===== src/rtl/jesd_bringup_seq.sv =====
// JESD204C link bring-up sequencer: drives converter reset, rx/tx enables and the
// clock-chip sync pulse, then waits for a synchronized link-up with timeout and retry.
module jesd_bringup_seq #(
    parameter int RST_CYCLES    = 1000,
    parameter int SETTLE_CYCLES = 10000,
    parameter int SYNC_CYCLES   = 16,
    parameter int LOCK_CYCLES   = 256,
    parameter int LINK_TIMEOUT  = 1000000,
    parameter int MAX_RETRIES   = 3,
    parameter int CNT_W         = 24
) (
    input  logic       axil_aclk,
    input  logic       axil_areset_n,
    input  logic       start,
    input  logic       abort,
    input  logic       link_up,
    output logic       rstb,
    output logic [1:0] rxen,
    output logic [1:0] txen,
    output logic       hmc_sync,
    output logic       busy,
    output logic       done,
    output logic       fault,
    output logic [2:0] state,
    output logic [3:0] retry_cnt
);

    localparam int LOCK_W = $clog2(LOCK_CYCLES + 1);

    localparam logic [CNT_W-1:0]  C_RST     = CNT_W'(RST_CYCLES - 1);
    localparam logic [CNT_W-1:0]  C_SETTLE  = CNT_W'(SETTLE_CYCLES - 1);
    localparam logic [CNT_W-1:0]  C_SYNC    = CNT_W'(SYNC_CYCLES - 1);
    localparam logic [CNT_W-1:0]  C_TIMEOUT = CNT_W'(LINK_TIMEOUT - 1);
    localparam logic [CNT_W-1:0]  C_CNT_ONE = CNT_W'(1);
    localparam logic [LOCK_W-1:0] C_LOCK    = LOCK_W'(LOCK_CYCLES);
    localparam logic [LOCK_W-1:0] C_LK_ONE  = LOCK_W'(1);
    localparam logic [3:0]        C_MAXR    = 4'(MAX_RETRIES);

    typedef enum logic [2:0] {
        S_IDLE      = 3'd0,
        S_RESET     = 3'd1,
        S_SETTLE    = 3'd2,
        S_ENABLE    = 3'd3,
        S_SYNC      = 3'd4,
        S_WAIT_LINK = 3'd5,
        S_RUNNING   = 3'd6,
        S_FAULT     = 3'd7
    } state_t;

    state_t              r_state;
    state_t              w_state_next;
    logic [CNT_W-1:0]    r_cnt;
    logic [CNT_W-1:0]    w_cnt_next;
    logic [LOCK_W-1:0]   r_lock;
    logic [LOCK_W-1:0]   w_lock_next;
    logic [LOCK_W-1:0]   w_lock_inc;
    logic [3:0]          r_retry;
    logic [3:0]          w_retry_next;
    logic                w_do_retry;
    logic                r_link_meta;
    logic                r_link_s;

    logic                r_rstb;
    logic [1:0]          r_en;
    logic                r_hmc_sync;
    logic                r_busy;
    logic                r_done;
    logic                r_fault;
    logic                w_rstb;
    logic [1:0]          w_en;
    logic                w_hmc_sync;
    logic                w_busy;
    logic                w_done;
    logic                w_fault;

    // link_up arrives from the link_clk domain; only the second flop is used for decisions.
    always_ff @(posedge axil_aclk or negedge axil_areset_n) begin
        if (!axil_areset_n) begin
            r_link_meta <= 1'b0;
            r_link_s    <= 1'b0;
        end else begin
            r_link_meta <= link_up;
            r_link_s    <= r_link_meta;
        end
    end

    always_comb begin
        w_state_next = r_state;
        w_cnt_next   = r_cnt;
        w_lock_next  = r_lock;
        w_retry_next = r_retry;
        w_do_retry   = 1'b0;
        w_lock_inc   = '0;

        case (r_state)
            S_IDLE, S_FAULT: begin
                if (start) begin
                    w_state_next = S_RESET;
                    w_cnt_next   = C_RST;
                    w_retry_next = '0;
                end
            end
            S_RESET: begin
                if (r_cnt == '0) begin
                    w_state_next = S_SETTLE;
                    w_cnt_next   = C_SETTLE;
                end else begin
                    w_cnt_next = r_cnt - C_CNT_ONE;
                end
            end
            S_SETTLE: begin
                if (r_cnt == '0) begin
                    w_state_next = S_ENABLE;
                end else begin
                    w_cnt_next = r_cnt - C_CNT_ONE;
                end
            end
            S_ENABLE: begin
                w_state_next = S_SYNC;
                w_cnt_next   = C_SYNC;
            end
            S_SYNC: begin
                if (r_cnt == '0) begin
                    w_state_next = S_WAIT_LINK;
                    w_cnt_next   = C_TIMEOUT;
                    w_lock_next  = '0;
                end else begin
                    w_cnt_next = r_cnt - C_CNT_ONE;
                end
            end
            S_WAIT_LINK: begin
                // A lock completing on the timeout cycle still counts as a lock.
                if (r_link_s) begin
                    w_lock_inc = (r_lock == C_LOCK) ? r_lock : r_lock + C_LK_ONE;
                end
                w_lock_next = w_lock_inc;
                if (w_lock_inc == C_LOCK) begin
                    w_state_next = S_RUNNING;
                end else if (r_cnt == '0) begin
                    w_do_retry = 1'b1;
                end else begin
                    w_cnt_next = r_cnt - C_CNT_ONE;
                end
            end
            S_RUNNING: begin
                if (!r_link_s) begin
                    w_do_retry = 1'b1;
                end
            end
            default: begin
                w_state_next = S_IDLE;
            end
        endcase

        if (w_do_retry) begin
            if (r_retry < C_MAXR) begin
                w_retry_next = r_retry + 4'd1;
                w_state_next = S_RESET;
                w_cnt_next   = C_RST;
            end else begin
                w_state_next = S_FAULT;
            end
        end

        if (abort) begin
            w_state_next = S_IDLE;
            w_cnt_next   = '0;
            w_lock_next  = '0;
            w_retry_next = r_retry;
        end
    end

    // Outputs are decoded from the next state so they register in step with r_state.
    always_comb begin
        w_rstb     = 1'b0;
        w_en       = 2'b00;
        w_hmc_sync = 1'b0;
        w_busy     = 1'b0;
        w_done     = 1'b0;
        w_fault    = 1'b0;
        case (w_state_next)
            S_RESET: begin
                w_busy = 1'b1;
            end
            S_SETTLE: begin
                w_rstb = 1'b1;
                w_busy = 1'b1;
            end
            S_ENABLE, S_WAIT_LINK: begin
                w_rstb = 1'b1;
                w_en   = 2'b11;
                w_busy = 1'b1;
            end
            S_SYNC: begin
                w_rstb     = 1'b1;
                w_en       = 2'b11;
                w_hmc_sync = 1'b1;
                w_busy     = 1'b1;
            end
            S_RUNNING: begin
                w_rstb = 1'b1;
                w_en   = 2'b11;
                w_done = 1'b1;
            end
            S_FAULT: begin
                w_fault = 1'b1;
            end
            default: begin
                w_rstb = 1'b0;
            end
        endcase
    end

    always_ff @(posedge axil_aclk or negedge axil_areset_n) begin
        if (!axil_areset_n) begin
            r_state    <= S_IDLE;
            r_cnt      <= '0;
            r_lock     <= '0;
            r_retry    <= '0;
            r_rstb     <= 1'b0;
            r_en       <= 2'b00;
            r_hmc_sync <= 1'b0;
            r_busy     <= 1'b0;
            r_done     <= 1'b0;
            r_fault    <= 1'b0;
        end else begin
            r_state    <= w_state_next;
            r_cnt      <= w_cnt_next;
            r_lock     <= w_lock_next;
            r_retry    <= w_retry_next;
            r_rstb     <= w_rstb;
            r_en       <= w_en;
            r_hmc_sync <= w_hmc_sync;
            r_busy     <= w_busy;
            r_done     <= w_done;
            r_fault    <= w_fault;
        end
    end

    assign rstb      = r_rstb;
    assign rxen      = r_en;
    assign txen      = r_en;
    assign hmc_sync  = r_hmc_sync;
    assign busy      = r_busy;
    assign done      = r_done;
    assign fault     = r_fault;
    assign state     = r_state;
    assign retry_cnt = r_retry;

endmodule

===== config.mk =====
export PLATFORM = sky130hd
export DESIGN_NAME = jesd_bringup_seq
export DESIGN_NICKNAME = d
export VERILOG_FILES = /design/src/rtl/jesd_bringup_seq.sv
export SDC_FILE = /design/constraint.sdc
export NUM_CORES = 1
export LEC_CHECK = 0
export BUFFER_PORTS_ARGS = -buffer_cell sky130_fd_sc_hd__buf_2
export CORE_ASPECT_RATIO = 0.7
export CORE_MARGIN = 4
export CORE_UTILIZATION = 62
export CTS_CLUSTER_SIZE = 8
export DETAILED_ROUTE_END_ITERATION = 12
export PLACE_DENSITY = 0.87
export SLEW_MARGIN = 20
export SYNTH_ARGS = -nofsm -noshare
export SYNTH_HDL_FRONTEND = slang
export SYNTH_SLANG_ARGS = --single-unit
export TNS_END_PERCENT = 30

===== constraint.sdc =====
create_clock -name axil_aclk -period 4.3 [get_ports axil_aclk]
set_clock_uncertainty 0.1 [all_clocks]
set_input_delay 0.215 -clock axil_aclk [delete_from_list [all_inputs] [get_ports axil_aclk]]
set_output_delay 0.215 -clock axil_aclk [all_outputs]
set_load 0.05 [all_outputs]

==> results.ini <==
[outcome]
status=complete, no violations

[pwr]
ir_drop_v=0.000206
power_density_mw_per_mm2=309
p_leak_nw=1.63
p_total_mw=1.20

[final_layout]
drive_gt1_share_pct=12.4
fin_area_mm2=0.00389
final_common_cell=nor2_1
post-route-util_pct=67.9
instances_no_fill=542
antenna_cells=0
fill_cells=468
final_cell_mix=nor2_1, dfrtp_1, a21oi_1, nand2_1, o21ai_0
area_delta_synth_final_pct=6.03
final_nets=476

[logic_synthesis]
ys_types=71
syn_nets=471
yosys.area.top_type=dfrtp_1
netlist.area_leader.share_pct=32.7
yosys-top-cells-area=dfrtp_1, a21oi_1, nor2_1
seq_area_frac_synth_pct=32.7
avgSynthCellArea_um2=7.96
async_flop_share_pct=100
synth-edff-count=0
synth-seq-cells=48
netlist_instances=461
netlist_area_mm2=0.00367
synth_ff_type=dfrtp_1
yosysWarnings=0

[min_path]
hold_path.class=in2reg
holdCritStartpoint=abort

[placement]
dpl.hpwl_mm=8.76
numPortBuffers=20
place.gp.congestion=1.02
placed_cells=532
dpl_cell_area_mm2=0.00377
place_ws_ns=0.651

[drt]
ant_nets=0
drtPass1Iterations=6
vias=4003
routed_wl_mm=12.4
drc=0
routedWlPerCell_um=22.9
first_iter_violations=590
via_per_inst=7.39

[sta]
fin_crit_ns=3.79
setup_viol=0
max_freq_ghz=0.264
report.final.slew_viol_count=0
setup_tns_ns=0
hold_ws_ns=0.236
fin_ws_ns=0.505
worst_pin_slew_ns=0.776
max_slew_margin_pct=47.6
hold_viol_final=0
min_period_over_period_pct=88.2
rsz0062_at_grt=false

[global_route]
grt_max_degree=49
grt.total_usage_pct=35.2
overflow=0
antenna_found_initial=0
grt_first_pass_wirelength_mm=19.7
grt_pass1_vias=3588

[floorplanning]
ios=21
rows=23
initial_utilization_pct=64.1
core_area_mm2=0.00573
dieArea_mm2=0.00723
fp.dieH_um=72.4
die_w_um=100

[clock_network]
clk_pin_slew_ns=0.10
cts-root-buf=clkbuf_8
htree_num_levels=2
cts_resized=0
cts.sinks=48
clock_latency_ns=0.31
numCtsBuffers=5
cts_tree=built
clockBufferDepth=2

[setup_path]
r2r_setup_slack_ns=0.51
required_ns=4.37
cp_data_arrival_time_ns=3.86
worstPathMaxFanout=15
crit_path_top_delay_cell=or4b_4
path_class=reg2reg
crit_start=r_cnt[0]
path_buf_inv=1
critical-path-max-stage-delay_ns=0.55
critPathTopFamily=simple AND/OR/NAND/NOR gates
critPathLaunchType=flip-flop
r2r-start=r_cnt[0]
cp-end-kind=flip-flop
path_cells=inv_1, ha_1, or4b_4, nor4_4, nand2_2, nor3_1, a21oi_1, nand2_1, o22ai_1

[flow_run]
cap_viol_max_count=0

==> flip-flops by register name, summed over array words and instances, names as in the netlist <==
name / count
retry_cnt: 4
busy: 1
r_link_meta: 1
rxen: 1
fault: 1
done: 1
state: 3
rstb: 1
r_cnt: 24
r_link_s: 1
hmc_sync: 1
r_lock: 9
==> synthesized netlist by cell type, drive strengths merged (3+ instances only) <==
| cell type | number |
|---|---|
| o311ai | 5 |
| and2 | 4 |
| nor3 | 18 |
| o22ai | 5 |
| nor4 | 12 |
| nand4 | 4 |
| a21o | 4 |
| nor2 | 51 |
| and3 | 11 |
| xnor2 | 4 |
| dfrtp | 48 |
| a31oi | 9 |
| nor2b | 5 |
| o211ai | 6 |
| a311oi | 5 |
| nand3 | 16 |
| or3 | 8 |
| a22o | 4 |
| o21ai | 31 |
| clkbuf | 20 |
| mux2 | 3 |
| ha | 5 |
| buf | 13 |
| inv | 12 |
| and4 | 3 |
| o21a | 7 |
| a21oi | 40 |
| a211oi | 11 |
| nand3b | 3 |
| o32ai | 3 |
| a21boi | 4 |
| or4 | 5 |
| or2 | 4 |
| mux2i | 3 |
| nand2b | 4 |
| nand2 | 39 |
==> metal layers <==
layer  global-route usage (%)  vias to the layer above  wire length, um
li1                         -                     1745                -
met1                     51.4                     1870             5200
met2                     50.6                      331             5070
met3                     10.2                       57             1760
met4                     10.2                        0              403
met5                        0                        -                0
==> layout make-up <==
type | count | area, um^2 | share of cell area (%)
inverters | 13 | 48.8 | 1.25
clock buffers | 6 | 82.6 | 2.12
well taps | 75 | 93.8 | 2.41
flip-flops and latches | 48 | 1200 | 30.9
multi-input cells | 367 | 2260 | 58.1
clock inverters | 2 | 15.0 | 0.386
repair buffers | 31 | 190 | 4.89
==> report_power, final <==
part	switching (mW)	internal (mW)
clock network	0.167	0.131
logic	0.255	0.136
registers	0.0413	0.474
total	0.463	0.741
==> worst register-to-register path: stages (launching register included) <==
cell     delay (ns)
dfrtp_1        0.44
inv_1          0.12
ha_1           0.28
or4b_4         0.55
nor4_4         0.51
nand2_2        0.34
nor3_1         0.32
a21oi_1        0.25
nand2_1        0.55
o22ai_1        0.20
==> worst paths after layout <==
path,end,cells past startpoint
worst max-delay path,r_cnt[17],9
worst min-delay path,r_cnt[1],2
worst max register to register,r_cnt[17],9
worst min register to register,r_link_s,0
max in group asynchronous,r_lock[8],2
min in group asynchronous,done,2
==> timing repair <==
item	in CTS	in global routing
hold endpoints to repair	1	48
hold buffers	1	1
setup endpoints to repair	0	0
buffers inserted	0	0
==> cells by family after synthesis <==
group | synth area share (%)
simple gates | 28.6
compound gates | 28.3
flops | 32.7
buf+inv | 5.69
mux | 1.84
xor+xnor | 1.19
fa+ha+maj | 1.70
(Power assumes the default switching activity.)
